--- src/rtl/if_fetch.sv ---
// if_fetch -- instruction fetch stage.
// Drives a 16-bit pc onto a shared instruction RAM. A read counts only when
// imem_req and imem_ack are both high in the same cycle, and the word it returns
// is presented on pc_out/instr_out one cycle later.
// A branch redirect always wins over anything else, and stall holds the
// presented instruction in place.
// Optional feature: define IF_FETCH_SKID_EN to add a one-entry skid buffer.
// With the buffer, a read can finish while stall is high; the word is parked
// and presented once stall drops. Without it, no read is requested while stall
// is high.
module if_fetch #(
    parameter int DATA_W = 16
) (
    input  logic              clk,
    input  logic              rst,
    input  logic              stall,
    input  logic              br_taken,
    input  logic [DATA_W-1:0] br_target,
    input  logic              mem_busy,
    output logic              imem_req,
    output logic [DATA_W-1:0] imem_addr,
    input  logic              imem_ack,
    input  logic [DATA_W-1:0] imem_rdata,
    output logic [DATA_W-1:0] pc_out,
    output logic [DATA_W-1:0] instr_out,
    output logic              instr_valid
);

    localparam logic [DATA_W-1:0] NOP = DATA_W'(16'h0800);

    typedef enum logic [0:0] {
        S_FETCH = 1'b0
`ifdef IF_FETCH_SKID_EN
        , S_FULL = 1'b1
`endif
    } state_t;

    state_t            state_q;
    state_t            state_d;
    logic [DATA_W-1:0] pc_p0;
    logic              rd_fire;
    logic              present_fetch;
    logic              capture_skid;
    logic              present_skid;

`ifdef IF_FETCH_SKID_EN
    logic [DATA_W-1:0] skid_pc_p0;
    logic [DATA_W-1:0] skid_instr_p0;
`endif

    assign imem_addr = pc_p0;

    // Next-state, request and datapath-control decode.
    always_comb begin
        state_d       = state_q;
        imem_req      = 1'b0;
        rd_fire       = 1'b0;
        present_fetch = 1'b0;
        capture_skid  = 1'b0;
        present_skid  = 1'b0;
        case (state_q)
            S_FETCH: begin
`ifdef IF_FETCH_SKID_EN
                imem_req = rst && !mem_busy;
`else
                imem_req = rst && !mem_busy && !stall;
`endif
                rd_fire = imem_req && imem_ack;
                if (!br_taken && rd_fire) begin
                    present_fetch = !stall;
`ifdef IF_FETCH_SKID_EN
                    // Read finished under stall: park the word until stall drops.
                    capture_skid = stall;
                    state_d      = stall ? S_FULL : S_FETCH;
`endif
                end
            end
`ifdef IF_FETCH_SKID_EN
            S_FULL: begin
                if (!br_taken && !stall) begin
                    present_skid = 1'b1;
                    state_d      = S_FETCH;
                end
            end
`endif
            default: state_d = S_FETCH;
        endcase
        // A redirect discards any same-cycle ack and any parked word.
        if (br_taken) begin
            state_d = S_FETCH;
        end
    end

    // State register.
    always_ff @(posedge clk) begin
        if (!rst) begin
            state_q <= S_FETCH;
        end else begin
            state_q <= state_d;
        end
    end

    // pc and the presented IF/ID register; a redirect loads pc and injects a NOP.
    always_ff @(posedge clk) begin
        if (!rst) begin
            pc_p0       <= '0;
            pc_out      <= '0;
            instr_out   <= NOP;
            instr_valid <= 1'b0;
        end else begin
            instr_valid <= !br_taken && (present_fetch || present_skid);
            if (br_taken) begin
                pc_p0     <= br_target;
                pc_out    <= '0;
                instr_out <= NOP;
            end else begin
                if (present_fetch) begin
                    pc_out    <= pc_p0;
                    instr_out <= imem_rdata;
                end
                if (present_fetch || capture_skid) begin
                    pc_p0 <= pc_p0 + DATA_W'(1);
                end
`ifdef IF_FETCH_SKID_EN
                if (present_skid) begin
                    pc_out    <= skid_pc_p0;
                    instr_out <= skid_instr_p0;
                end
`endif
            end
        end
    end

`ifdef IF_FETCH_SKID_EN
    // Skid buffer contents; occupancy is tracked by the S_FULL state.
    always_ff @(posedge clk) begin
        if (capture_skid) begin
            skid_pc_p0    <= pc_p0;
            skid_instr_p0 <= imem_rdata;
        end
    end
`endif

endmodule

--- config.mk ---
export PLATFORM = sky130hd
export DESIGN_NAME = if_fetch
export DESIGN_NICKNAME = d
export VERILOG_FILES = /design/src/rtl/if_fetch.sv
export SDC_FILE = /design/constraint.sdc
export NUM_CORES = 1
export LEC_CHECK = 0
export ABC_AREA = 1
export CORE_ASPECT_RATIO = 0.8
export CORE_MARGIN = 3
export CORE_UTILIZATION = 32
export CTS_BUF_LIST = sky130_fd_sc_hd__clkbuf_8 sky130_fd_sc_hd__clkbuf_16
export DETAILED_ROUTE_END_ITERATION = 8
export GPL_TIMING_DRIVEN = 0
export HOLD_SLACK_MARGIN = 0.1
export REMOVE_ABC_BUFFERS = 1
export SLEW_MARGIN = 20
export SYNTH_ARGS = -nofsm -noshare
export SYNTH_HDL_FRONTEND = slang
export SYNTH_SLANG_ARGS = --single-unit
--- constraint.sdc ---
create_clock -name clk -period 3.95 [get_ports clk]
set_input_delay 1.185 -clock clk [delete_from_list [all_inputs] [get_ports clk]]
set_output_delay 1.185 -clock clk [all_outputs]
set_load 0.01 [all_outputs]
# Word-level counts from Yosys, hierarchy flattened
# Index checks and enable logic that the tools add are counted.
dict set report word_totals {
  ff_bits 49
  output_inout_bits 50
}
dict set report op_classes {
  addsub 1
  n_mux 3
  bitwise 1
  n_reduce_logical 10
}
# cell count
set op_table {}
lappend op_table {{$mux 16} 2}
lappend op_table {{$add 16x1->16 const B} 1}
lappend op_table {{$logic_and 1x1->1} 5}
lappend op_table {{$logic_not 1->1} 3}
lappend op_table {{$reduce_bool 2->1} 1}
lappend op_table {{$reduce_or 2->1} 1}
lappend op_table {{$mux 1} 1}
lappend op_table {{$not 1->1} 1}

# Depth between registers and ports, before layout
dict set report logic_depth {
  word_depth 8
  depth_mapped 10
  depth_no_buf 9
}

# Worst setup path after synthesis
# Ideal clock, no wire load.
dict set report synth_path {
  kind {input-to-output}
  startpoint {in rst}
  endpoint {out imem_req}
  arrival_time_ns 1.674
  required_ns 2.765
  setup_slack_ns 1.091
  path_stages 3
  n_path_buf 1
  path_cell_list {buf_4 -> inv_1 -> nor3_1}
}
dict set report synth_via {
  elab_chain_cells 2
}
# item line
set synth_rtl {}
lappend synth_rtl {{start, declared} 15} ;# input logic rst,
lappend synth_rtl {{$logic_and 1x1->1 (2 in series)} 66} ;# imem_req = rst && !mem_busy && !stall;
lappend synth_rtl {{end, declared} 20} ;# output logic imem_req,
# No other way between the ends.

# Worst setup path after layout
# Ends and elaborated chain as after synthesis.

==> results.json <==
{
  "die_x_um": 98.85,
  "p_leak_nw": 1.273,
  "io_pins": 88,
  "synth_top_area_cell": "dfxtp_1",
  "critPathMaxFanout": 9,
  "relSlewSlack_pct": 45.42,
  "cts_tree": "built",
  "synth_compound_area_share_pct": 12.70,
  "initial_core_util_pct": 33.75,
  "syn_area_per_cell_um2": 7.097,
  "antenna_found_initial": 0,
  "rows": 26,
  "fin_crit_ns": 3.805,
  "maxSlewViolCount": 0,
  "clk_latency_ns": 0.30,
  "drt_pass1_iterations": 4,
  "endpoint_kind": "output port",
  "synthAdderAreaFrac_pct": 0.5669,
  "post-place-cells": 467,
  "cts_htree_levels": 2,
  "dpl.hpwl_um": 4362,
  "cts-root-buf": "clkbuf_8",
  "post_synth_num_cell_types": 26,
  "min_path_type": "reg2reg",
  "fin_cells": 475,
  "p_per_area_nw_per_um2": 299.9,
  "total_power_mw": 0.9547,
  "synthSimpleGateAreaFrac_pct": 32.14,
  "synth_xor_area_share_pct": 1.587,
  "cp.arrival_ns": 2.62,
  "numPortBuffers": 87,
  "wl_per_cell_um": 13.30,
  "yosys-top-cells-area": "dfxtp_1 (44%), nand2_1 (14%), nor2_1 (8.8%)",
  "final_antenna_net_count": 0,
  "critPathKind": "in2out",
  "n_antenna_cell": 0,
  "max-cap-violations": 0,
  "peakVddDrop_v": 0.0001181,
  "startpoint_type": "input pin",
  "synth_top_family_by_area": "simple AND/OR/NAND/NOR gates",
  "grt_pass1_vias": 2068,
  "skew_ns": 0.007398,
  "drt-initial-drc-count": 95,
  "grtUsageTotal_pct": 16.03,
  "path_clk_slew_ns": 0.09,
  "max_freq_mhz": 262.8,
  "grt_first_pass_wirelength_um": 10240,
  "crit_required_ns": 2.76,
  "setup_violations": 0,
  "cts_buffer_depth": 2,
  "syn_inst": 311,
  "finalHoldViolCount": 0,
  "core_area_um2": 6539,
  "die_y_um": 80.28,
  "clock-sinks": 49,
  "grt.overflow.total": 0,
  "synth_mux_area_share_pct": 0,
  "rsz0062_at_grt": "false",
  "area_growth_pct": 44.22,
  "ys_seq_elements": 49,
  "cts_buffers": 5,
  "ys_seq_area_share_pct": 44.44,
  "worst_pin_slew_ns": 0.8162,
  "grt_max_degree": 39,
  "vias": 2255,
  "fin_crit_sh_pct": 96.33,
  "fin_nets": 430,
  "dieArea_um2": 7936,
  "viasPerCell": 4.747,
  "wl_um": 6317,
  "layout-drive-gt1-share_pct": 4.092,
  "synth-warning-count": 0,
  "drcViolationCount": 0,
  "yosys.area.top_type_share_pct": 44.44,
  "status": "completed",
  "place.gp.congestion": 0.7918,
  "syn_area_um2": 2207
}
[report_power, final]
part           leakage [nW]  switching (mW)  internal [mW]
Combinational         0.831          0.0578         0.0707
Clock                0.0433           0.165          0.139
Sequential            0.398          0.0166          0.506
Total                  1.27           0.239          0.716
[synth_stat cells]
cell,number
buf_2,2
a31oi_1,6
buf_4,1
xor2_1,3
inv_2,1
nand4_1,6
ha_1,1
o211ai_1,1
nand4_4,1
dfxtp_1,49
clkinv_1,1
clkbuf_1,7
nor2_2,2
nor2_1,52
nor2_4,2
nor3_1,1
inv_1,20
nand2_1,82
inv_4,1
o21a_1,2
nand3_1,17
xnor2_1,1
nand3b_1,3
o21ai_0,27
buf_6,5
a21oi_1,17
[layout make-up]
cell class / count / area (um2)
clock buffer: 6 / 82.58
clock inverter: 1 / 7.507
fill: 690 / 3356
inverter: 23 / 92.59
multi-input combinational: 224 / 1037
sequential: 49 / 980.9
tap: 84 / 105.1
timing repair buffer: 88 / 877.1
[logic make-up after synthesis]
kind of cell	Yosys count
flip-flops	49
adder cells (fa/ha/maj)	1
AO/OA/AOI/OAI	53
AND/OR/NAND/NOR	166
buffers and inverters	38
XOR/XNOR	4
[per-stage QoR]
stage / instance area, um2 / TNS (ns) / util [%] / setup WS [ns] / hold WS, ns
after floorplan: 2107 / 0 / - / 1.158 / 0.4900
after global placement: 3083 / -0.2724 / 47.15 / -0.2724 / 0.4381
after detailed placement: 3083 / -0.3082 / 47.15 / -0.3082 / 0.4455
after CTS: 3183 / 0 / 48.68 / 0.1403 / 0.4673
after global routing: 3183 / 0 / 48.68 / 0.03866 / 0.4822
final: 3183 / 0 / 48.68 / 0.1450 / 0.4667
[critical path, stage by stage]
cell             delay, ns
dlygate4sd2_1         0.51
clkinvlp_4            0.18
nor3_1                0.17
clkdlybuf4s50_1       0.58
[per-layer routing]
layer  share of wire, %  up-vias  GRT usage, %
li1                   -     1159             -
met1                 49     1019         22.24
met2                 43       68         24.73
met3                7.0        9         4.427
met4                1.0        0         3.547
met5                  0        -             0
[registers in the layout, summed over array words and instances, names as in the netlist]
| register | cells |
|---|---|
| instr_out | 16 |
| imem_addr | 16 |
| pc_out | 16 |
| instr_valid | 1 |
[cell usage in the layout, fill, tap and decap left out, drive strengths merged]
cell type and n:
a21oi 17, o21ai 27, nand2 82, ha 1, dlygate4sd2 1, buf 1
nand4 7, xnor2 1, clkbuf 6, clkdlybuf4s50 86, nand3b 3, dfxtp 49
nand3 17, xor2 3, nor3 1, inv 21, clkinv 1, nor2 56
clkinvlp 2, o211ai 1, o21a 2, a31oi 6
[repair_timing]
item | CTS | global route
gates resized for setup | 2 | 0
endpoints found under the hold margin | 0 | 0
setup endpoints to repair | 1 | 0
hold buffers | 0 | 0
setup buffers | 1 | 0
[path summary, 6_finish.rpt]
path	start	end	slack, ns	cells after the start
hold reg to reg	instr_out[9]$_SDFFE_PP0P_	instr_out[9]$_SDFFE_PP0P_	0.47	2
hold / removal	instr_out[9]$_SDFFE_PP0P_	instr_out[9]$_SDFFE_PP0P_	0.47	2
setup reg to reg	imem_addr[1]$_SDFFE_PN0P_	imem_addr[14]$_SDFFE_PN0P_	2.23	8
setup / recovery	rst	imem_req	0.15	4
Power figures use the tool's default switching activity.
